**src/rtl/svpwm_pkg.sv**
```systemverilog
// svpwm_pkg: shared leg state encoding, gate index map and dead-time width default
package svpwm_pkg;
  typedef enum logic [1:0] {OFF, DEAD, HIGH, LOW} leg_state_t;
  localparam int GATE_AH = 0;
  localparam int GATE_AL = 3;
  localparam int GATE_BH = 2;
  localparam int GATE_BL = 5;
  localparam int GATE_CH = 4;
  localparam int GATE_CL = 1;
  localparam int DT_W_DEF = 8;
endpackage

```
**src/rtl/deadtime_gen_if.sv**
```systemverilog
// deadtime_gen_if: command/protection inputs and gate/status outputs of the dead-time stage
interface deadtime_gen_if import svpwm_pkg::*; #(parameter int DT_W = DT_W_DEF);
  logic [2:0]      switch;
  logic [DT_W-1:0] dead_time;
  logic            enable;
  logic            trip;
  logic            fault_clr;
  logic [5:0]      gate;
  logic            fault;
  logic [2:0]      dead_active;
  modport master (output switch, dead_time, enable, trip, fault_clr, input gate, fault, dead_active);
  modport slave (input switch, dead_time, enable, trip, fault_clr, output gate, fault, dead_active);
endinterface

```
**src/rtl/deadtime_leg.sv**
```systemverilog
// deadtime_leg: one half-bridge FSM that forces a full dead interval on every turn-on
module deadtime_leg import svpwm_pkg::*; #(parameter int DT_W = DT_W_DEF) (
  input  logic            clk,
  input  logic            rst_n,
  input  logic            cmd_i,
  input  logic            off_i,
  input  logic [DT_W-1:0] dt_eff_i,
  output logic            hi_o,
  output logic            lo_o,
  output logic            dead_o
);
  leg_state_t      state_q;
  logic [DT_W-1:0] cnt_q;
  logic            hi_q, lo_q, dead_q;
  logic            go_dead;
  // a reversal while counting is ignored; only the expiry looks at the command
  assign go_dead = state_q == OFF || (state_q == HIGH && !cmd_i) || (state_q == LOW && cmd_i);
  always_ff @(posedge clk or negedge rst_n)
    if (!rst_n) begin
      state_q <= OFF;
      cnt_q   <= '0;
      hi_q    <= 1'b0;
      lo_q    <= 1'b0;
      dead_q  <= 1'b0;
    end else if (off_i) begin
      state_q <= OFF;
      hi_q    <= 1'b0;
      lo_q    <= 1'b0;
      dead_q  <= 1'b0;
    end else if (go_dead) begin
      state_q <= DEAD;
      cnt_q   <= dt_eff_i - DT_W'(1);
      hi_q    <= 1'b0;
      lo_q    <= 1'b0;
      dead_q  <= 1'b1;
    end else if (state_q == DEAD) begin
      if (cnt_q == '0) begin
        state_q <= cmd_i ? HIGH : LOW;
        hi_q    <= cmd_i;
        lo_q    <= !cmd_i;
        dead_q  <= 1'b0;
      end else begin
        cnt_q <= cnt_q - DT_W'(1);
      end
    end
  assign hi_o   = hi_q;
  assign lo_o   = lo_q;
  assign dead_o = dead_q;
endmodule

```
**src/rtl/deadtime_gen.sv**
```systemverilog
// deadtime_gen: three-leg dead-time insertion with enable gating and latched trip shutdown
module deadtime_gen import svpwm_pkg::*; #(
  parameter int DT_W   = DT_W_DEF,
  parameter int DT_MIN = 2
) (
  input logic           clk,
  input logic           rst_n,
  deadtime_gen_if.slave bus
);
  logic [2:0]      cmd_q;
  logic            fault_q, fault_d;
  logic [DT_W-1:0] dt_eff;
  logic            off;
  logic [2:0]      hi, lo, dead;
  logic [5:0]      gate;
  assign fault_d = bus.trip ? 1'b1 : bus.fault_clr ? 1'b0 : fault_q;
  assign dt_eff  = bus.dead_time < DT_W'(DT_MIN) ? DT_W'(DT_MIN) : bus.dead_time;
  // raw trip joins the shutdown so gates drop on the edge the fault latches
  assign off     = !bus.enable || bus.trip || fault_q;
  always_ff @(posedge clk or negedge rst_n)
    if (!rst_n) begin
      cmd_q   <= '0;
      fault_q <= 1'b0;
    end else begin
      cmd_q   <= bus.switch;
      fault_q <= fault_d;
    end
  for (genvar i = 0; i < 3; i++) begin : g_leg
    deadtime_leg #(.DT_W(DT_W)) u_leg (
      .clk(clk), .rst_n(rst_n), .cmd_i(cmd_q[i]), .off_i(off), .dt_eff_i(dt_eff),
      .hi_o(hi[i]), .lo_o(lo[i]), .dead_o(dead[i])
    );
  end
  always_comb begin
    gate          = '0;
    gate[GATE_AH] = hi[0];
    gate[GATE_AL] = lo[0];
    gate[GATE_BH] = hi[1];
    gate[GATE_BL] = lo[1];
    gate[GATE_CH] = hi[2];
    gate[GATE_CL] = lo[2];
  end
  assign bus.gate        = gate;
  assign bus.fault       = fault_q;
  assign bus.dead_active = dead;
endmodule

```
**src/flat_wrapper.sv**
```systemverilog
// flat-port wrapper written by rule: the top's interface ports become plain ports
module deadtime_gen_flat import svpwm_pkg::*;
#(
  parameter int DT_W   = DT_W_DEF,
  parameter int DT_MIN = 2
)
  (clk, rst_n, bus_switch, bus_dead_time, bus_enable, bus_trip, bus_fault_clr, bus_gate, bus_fault, bus_dead_active);
  deadtime_gen_if #(.DT_W(DT_W)) bus_i ();
  input logic clk;
  input logic rst_n;
  input wire logic [$bits(bus_i.switch)-1:0] bus_switch;
  input wire logic [$bits(bus_i.dead_time)-1:0] bus_dead_time;
  input wire logic [$bits(bus_i.enable)-1:0] bus_enable;
  input wire logic [$bits(bus_i.trip)-1:0] bus_trip;
  input wire logic [$bits(bus_i.fault_clr)-1:0] bus_fault_clr;
  output wire logic [$bits(bus_i.gate)-1:0] bus_gate;
  output wire logic [$bits(bus_i.fault)-1:0] bus_fault;
  output wire logic [$bits(bus_i.dead_active)-1:0] bus_dead_active;
  assign bus_i.switch = bus_switch;
  assign bus_i.dead_time = bus_dead_time;
  assign bus_i.enable = bus_enable;
  assign bus_i.trip = bus_trip;
  assign bus_i.fault_clr = bus_fault_clr;
  assign bus_gate = bus_i.gate;
  assign bus_fault = bus_i.fault;
  assign bus_dead_active = bus_i.dead_active;
  deadtime_gen #(.DT_W(DT_W), .DT_MIN(DT_MIN)) u_core (.clk(clk), .rst_n(rst_n), .bus(bus_i));
endmodule
```
**config.mk**
```make
export PLATFORM = sky130hd
export DESIGN_NAME = deadtime_gen_flat
export DESIGN_NICKNAME = d
export VERILOG_FILES = /design/src/rtl/svpwm_pkg.sv /design/src/rtl/deadtime_gen_if.sv /design/src/rtl/deadtime_leg.sv /design/src/rtl/deadtime_gen.sv /design/src/flat_wrapper.sv
export SDC_FILE = /design/constraint.sdc
export NUM_CORES = 1
export LEC_CHECK = 0
export BUFFER_PORTS_ARGS = -buffer_cell sky130_fd_sc_hd__buf_2
export CORE_ASPECT_RATIO = 1.75
export CORE_MARGIN = 2
export CORE_UTILIZATION = 50
export CTS_CLUSTER_SIZE = 40
export DETAILED_ROUTE_END_ITERATION = 16
export HOLD_SLACK_MARGIN = 0.03
export PLACE_DENSITY = 0.76
export SYNTH_ARGS = -nofsm -noshare
export SYNTH_HDL_FRONTEND = slang
export SYNTH_SLANG_ARGS = --single-unit
```
**constraint.sdc**
```tcl
create_clock -name clk -period 2.3 [get_ports clk]
set_clock_uncertainty 0.15 [all_clocks]
set_input_delay 0.46 -clock clk [delete_from_list [all_inputs] [get_ports clk]]
set_output_delay 0.46 -clock clk [all_outputs]
set_load 0.01 [all_outputs]
```
After elaboration in Yosys (flattened, before gate mapping)
Index checks and enable logic that the tools add are counted.
Word-level totals
  register bits after elaboration: 43
  input port bits: 16
  logic and storage cells: 138
Operators by class
  add/subtract/negate cells: 4
  magnitude comparators: 1
  equality and inequality tests: 12
  mux-type cells: 63
  bitwise logic cells: 1
  reductions and logical operators: 40
Operators with widths (count)
  two-way mux 8 bit: 10
  two-way mux 1 bit: 41
  subtractor 8 x 1 -> 8 bit (second input constant): 4
  zero test 8 bit: 3
  two-way mux 2 bit: 12
  nonzero test 3 bit: 6
  == test 2 bit (second input constant): 6
  AND reduction 3 bit: 3
  logical OR 1 bit: 8
  < comparator 8 x 2 -> 1 bit (second input constant): 1
  nonzero test 2 bit: 4
  == test 2 x 1 -> 1 bit (second input constant): 3
  logical AND 1 bit: 6
  zero test 2 bit: 3
  inequality test 2 bit (second input constant): 3
  AND reduction 2 bit: 3
  zero test 1 bit: 4
  NOT 1 bit: 1

Depth between registers and ports, before layout
  depth after elaboration: 6
  depth in mapped cells: 9
  depth with buffers taken out: 9

Modules after synthesis
From an unflattened synthesis, not the netlist that was laid out.
Unflattened totals
  cell total of the unflattened synthesis: 345
  area total of the unflattened synthesis: 3200.6 um^2
Modules (own cells, without submodules)
  deadtime_leg: instances 3, cells an instance 109, area an instance 1007.2 um^2, seq. area each 325.3 um^2
  deadtime_gen: instances 1, cells an instance 18, area an instance 178.9 um^2, seq. area each 100.1 um^2

Worst setup path after synthesis
Ideal clock, no wire load.
  path type: input-to-reg
  start point: input bus_dead_time[5]
  end point: register u_core.g_leg[2].u_leg.cnt_q[4]
  library setup time: 0.121 ns
  data arrival time: 2.056 ns
  required time: 2.029 ns
  slack: -0.027 ns
  stages: 7
  buffers on the path: 0
  cells stage by stage: or3_1 -> o21ai_1 -> ha_1 -> nor3b_1 -> xnor2_1 -> o22ai_1 -> a22o_1
On the way
  longest elaborated chain between the ends: 4
RTL lines
  from (decl): line flat_wrapper.sv:12  | input wire logic [$bits(bus_i.dead_time)-1:0] bus_dead_time;
  < comparator 8 x 2 -> 1 bit: line deadtime_gen.sv:17  | assign dt_eff = bus.dead_time < DT_W'(DT_MIN) ? DT_W'(DT_MIN) : bus.dead_time;
  two-way mux 8 bit: line deadtime_gen.sv:17
  subtractor 8 x 1 -> 8 bit: line deadtime_leg.sv:32  | cnt_q <= dt_eff_i - DT_W'(1);
  two-way mux 8 bit: line deadtime_leg.sv:30  | end else if (go_dead) begin
  to (signal assigned): line deadtime_leg.sv:32
  to (signal assigned): line deadtime_leg.sv:43  | cnt_q <= cnt_q - DT_W'(1);
  to (decl): line deadtime_leg.sv:13  | logic [DT_W-1:0] cnt_q;
No other way between the ends.
A chain may end at the register's enable or synchronous reset.

Worst setup path in the final report
  start point: register u_core.g_leg[0].u_leg.cnt_q[1]
  end point: register u_core.g_leg[0].u_leg.cnt_q[0]
On the way
  longest elaborated chain between the ends: 3
RTL lines
  from (decl): line deadtime_leg.sv:13
  from (signal assigned): line deadtime_leg.sv:32
  from (signal assigned): line deadtime_leg.sv:43
  zero test 8 bit: line deadtime_leg.sv:37  | if (cnt_q == '0) begin
  inequality test 2 bit (no line)
  AND reduction 3 bit (no line)
No other way between the ends.

==> impl_metrics.py <==
metrics = {
    "yosys": {
        "syn_area_per_cell_um2": 8.892,
        "ys_types": 51,
        "syn_area_um2": 2579,
        "yosysWarnings": 0,
        "ys_ff_latch": 43,
        "syn_inst": 290,
        "syn_nets": 313,
        "synth-main-ff-cell": "dfrtp_1",
        "seq_area_frac_synth_pct": 41.73,
        "async_flop_share_pct": 100.0,
        "synth_edf_count": 0,
    },
    "detailed_routing": {
        "vias_per_cell": 6.136,
        "routedWlPerCell_um": 16.57,
        "drcViolationCount": 0,
        "drtAntennaViolNets": 0,
        "vias": 2387,
        "drt_first_pass_iters": 4,
        "finalWirelength_um": 6445,
        "drt_iter0_markers": 93,
    },
    "worst_setup_path": {
        "r2r-start": "u_core.g_leg[0].u_leg.cnt_q[1]$_DFFE_PN0P_",
        "worstSetupEndpointType": "register",
        "cp-start-kind": "register",
        "critical_path.top_delay_family": "simple AND/OR/NAND/NOR gates",
        "startpoint": "u_core.g_leg[0].u_leg.cnt_q[1]$_DFFE_PN0P_",
        "path_buf_inv": 2,
        "cp.arrival_ns": 2.24,
        "criticalPathCategory": "reg2reg",
        "critPathMaxStageDelay_ns": 0.50,
        "crit_slowest_cell": "or4b_4",
        "cp_cell_sequence": "inv_1, ha_1, or4b_4, o41ai_4, a21oi_2, buf_4, nor2_1, a21oi_1",
        "cp_max_fo": 8,
        "required_ns": 2.32,
    },
    "cells_and_area": {
        "seqCellArea_um2": 1076,
        "nets": 358,
        "final_area_um2": 3018,
        "final_layout_size_suffix_gt1_share_pct": 22.09,
        "nFillCells": 457,
        "area_growth_syn_to_layout_pct": 17.03,
        "final_common_cell": "dfrtp_1",
        "multi_input_area_um2": 1365,
        "layout.cells.non_filler": 389,
        "n_antenna_cell": 0,
        "mostFrequentLayoutCells": "dfrtp_1, nand2_1, buf_4",
    },
    "sta": {
        "max_slew_margin_pct": 46.98,
        "slew_violations": 0,
        "period_minus_slack_ns": 2.220,
        "min_period_over_period_pct": 96.54,
        "setup_violations": 0,
        "hold_viol": 0,
        "maxClockFrequency_mhz": 450.4,
        "worst_slew_pin_slew_ns": 0.7897,
    },
    "die": {
        "core_um2": 4977,
        "initial_core_util_pct": 51.81,
        "dieWidth_um": 58.29,
        "fp.dieH_um": 99,
        "io_pins": 26,
        "rows": 34,
        "die_area_um2": 5770,
    },
    "global_routing": {
        "overflow": 0,
        "antenna_found_initial": 0,
        "grt_pass1_wl_um": 10650,
        "track_usage_pct": 23.93,
        "first_global_vias": 2362,
        "grt_max_degree": 25,
    },
    "power": {
        "p_per_area_nw_per_um2": 645.8,
        "p_leak_uw": 0.001332,
        "peakVddDrop_v": 0.0005308,
        "p_total_uw": 1949,
    },
    "cts": {
        "clock_latency_ns": 0.29,
        "clk_pin_slew_ns": 0.08,
        "cts_buffer_depth": 2,
        "cts-root-buf": "clkbuf_8",
        "cts_tree": "built",
        "numCtsBuffers": 5,
        "htree_levels": 2,
        "cts_sinks": 43,
    },
    "min_path": {
        "hp-class": "in2reg",
        "hp-start": "bus_switch[0]",
    },
    "placement": {
        "io_buffers": 25,
        "hpwl_um": 4903,
        "dpl-instance-area_um2": 2893,
        "gp_congestion": 0.8156,
        "dpl.cell_count": 380,
    },
    "run_status": {
        "status": "completed",
    },
    "flow_run": {
        "maxCapViolations": 0,
    },
}
-- power by group --
group | internal (µW) | leakage, µW | switching [µW]
Clock | 236 | 0.0000470 | 259
Combinational | 214 | 0.000748 | 252
Sequential | 859 | 0.000537 | 128
-- layout make-up --
cell class / instances / area share (%)
timing repair buffer: 55 / 12.11
inverter: 15 / 1.866
sequential: 43 / 35.66
clock inverter: 1 / 0.1658
multi-input combinational: 215 / 45.23
tap: 54 / 2.239
clock buffer: 6 / 2.736
-- final timing paths --
check / endpoint / depth (start not counted) / slack (ns)
setup / recovery: u_core.g_leg[0].u_leg.cnt_q[0]$_DFFE_PN0P_ / 8 / 0.08
hold / removal: u_core.cmd_q[0]$_DFF_PN0_ / 1 / 0.11
setup reg to reg: u_core.g_leg[0].u_leg.cnt_q[0]$_DFFE_PN0P_ / 8 / 0.08
hold reg to reg: u_core.g_leg[2].u_leg.state_q[0]$_DFFE_PN0P_ / 1 / 0.36
max in group asynchronous: u_core.g_leg[1].u_leg.cnt_q[5]$_DFFE_PN0P_ / 3 / 0.98
min in group asynchronous: u_core.g_leg[0].u_leg.lo_o$_DFFE_PN0P_ / 2 / 0.51
-- flip-flops by register name, indices dropped and copies added, names as in the netlist --
signal                      count
u_core.g_leg.u_leg.cnt_q       24
u_core.g_leg.u_leg.state_q      6
u_core.cmd_q                    3
u_core.g_leg.u_leg.dead_o       3
u_core.g_leg.u_leg.hi_o         3
u_core.g_leg.u_leg.lo_o         3
u_core.bus.fault                1
-- worst reg2reg max path: cells and delay by family, from the launching register on --
kind            cells  cell delay [ns]
fa+ha+maj           1             0.17
compound gates      3             0.51
simple gates        2             0.58
flops               1             0.41
buf+inv             2             0.27
-- synth_stat cells, types with 3 or more instances --
master	instances	area (µm²)
nor3_1	7	35.03
nand2_1	32	120.1
clkbuf_1	7	26.28
xnor2_1	5	43.79
dfrtp_1	43	1076
a22o_1	4	35.03
or4_1	3	22.52
a21oi_1	26	130.1
o22ai_1	6	37.54
a21o_1	4	30.03
xor2_1	3	26.28
buf_4	9	67.56
mux2i_1	4	40.04
nand4_1	5	31.28
nor3b_1	5	37.54
nor4_1	4	25.02
a211oi_1	3	22.52
inv_1	15	56.30
ha_1	7	87.58
nand3_1	11	55.05
o21ai_1	14	70.07
or3_1	5	31.28
o21ai_0	11	55.05
nor2_1	23	86.33
-- per-layer routing --
| metal | GRT usage [%] | share of wire, % |
|---|---|---|
| met1 | 26.66 | 39 |
| met2 | 39.67 | 53 |
| met3 | 3.412 | 3.1 |
| met4 | 18.07 | 5.6 |
| met5 | 0 | 0 |
-- cells by family (layout without fill, tap and decap cells) --
kind of cell | after synthesis | in the layout | share of synthesized area, %
compound gates | 89 | 89 | 22.76
xor+xnor | 9 | 9 | 3.348
fa+ha+maj | 7 | 7 | 3.396
buf+inv | 32 | 77 | 6.259
flops | 43 | 43 | 41.73
mux | 4 | 4 | 1.553
simple gates | 106 | 106 | 20.96
-- timing repair --
| item | in CTS | in global routing |
|---|---|---|
| hold endpoints to repair | 19 | 0 |
| resized for setup | 0 | 4 |
| hold buffers | 1 | 0 |
| setup buffers | 0 | 1 |
| endpoints found under the setup margin | 0 | 6 |
-- per-stage QoR --
stage / setup TNS, ns / hold WS (ns) / utilization (%) / setup WS [ns]
floorplan: 0 / 0.01441 / - / 0.01550
global placement: -1.438 / 0.3036 / 58.12 / -0.2272
detailed placement: -1.781 / 0.3044 / 58.12 / -0.2858
CTS: 0 / 0.1061 / 60.08 / 0.02515
global route: -0.01685 / 0.1019 / 60.63 / -0.01685
finish: 0 / 0.1132 / 60.63 / 0.07961
Note: power is estimated with default switching activity, not from simulation.
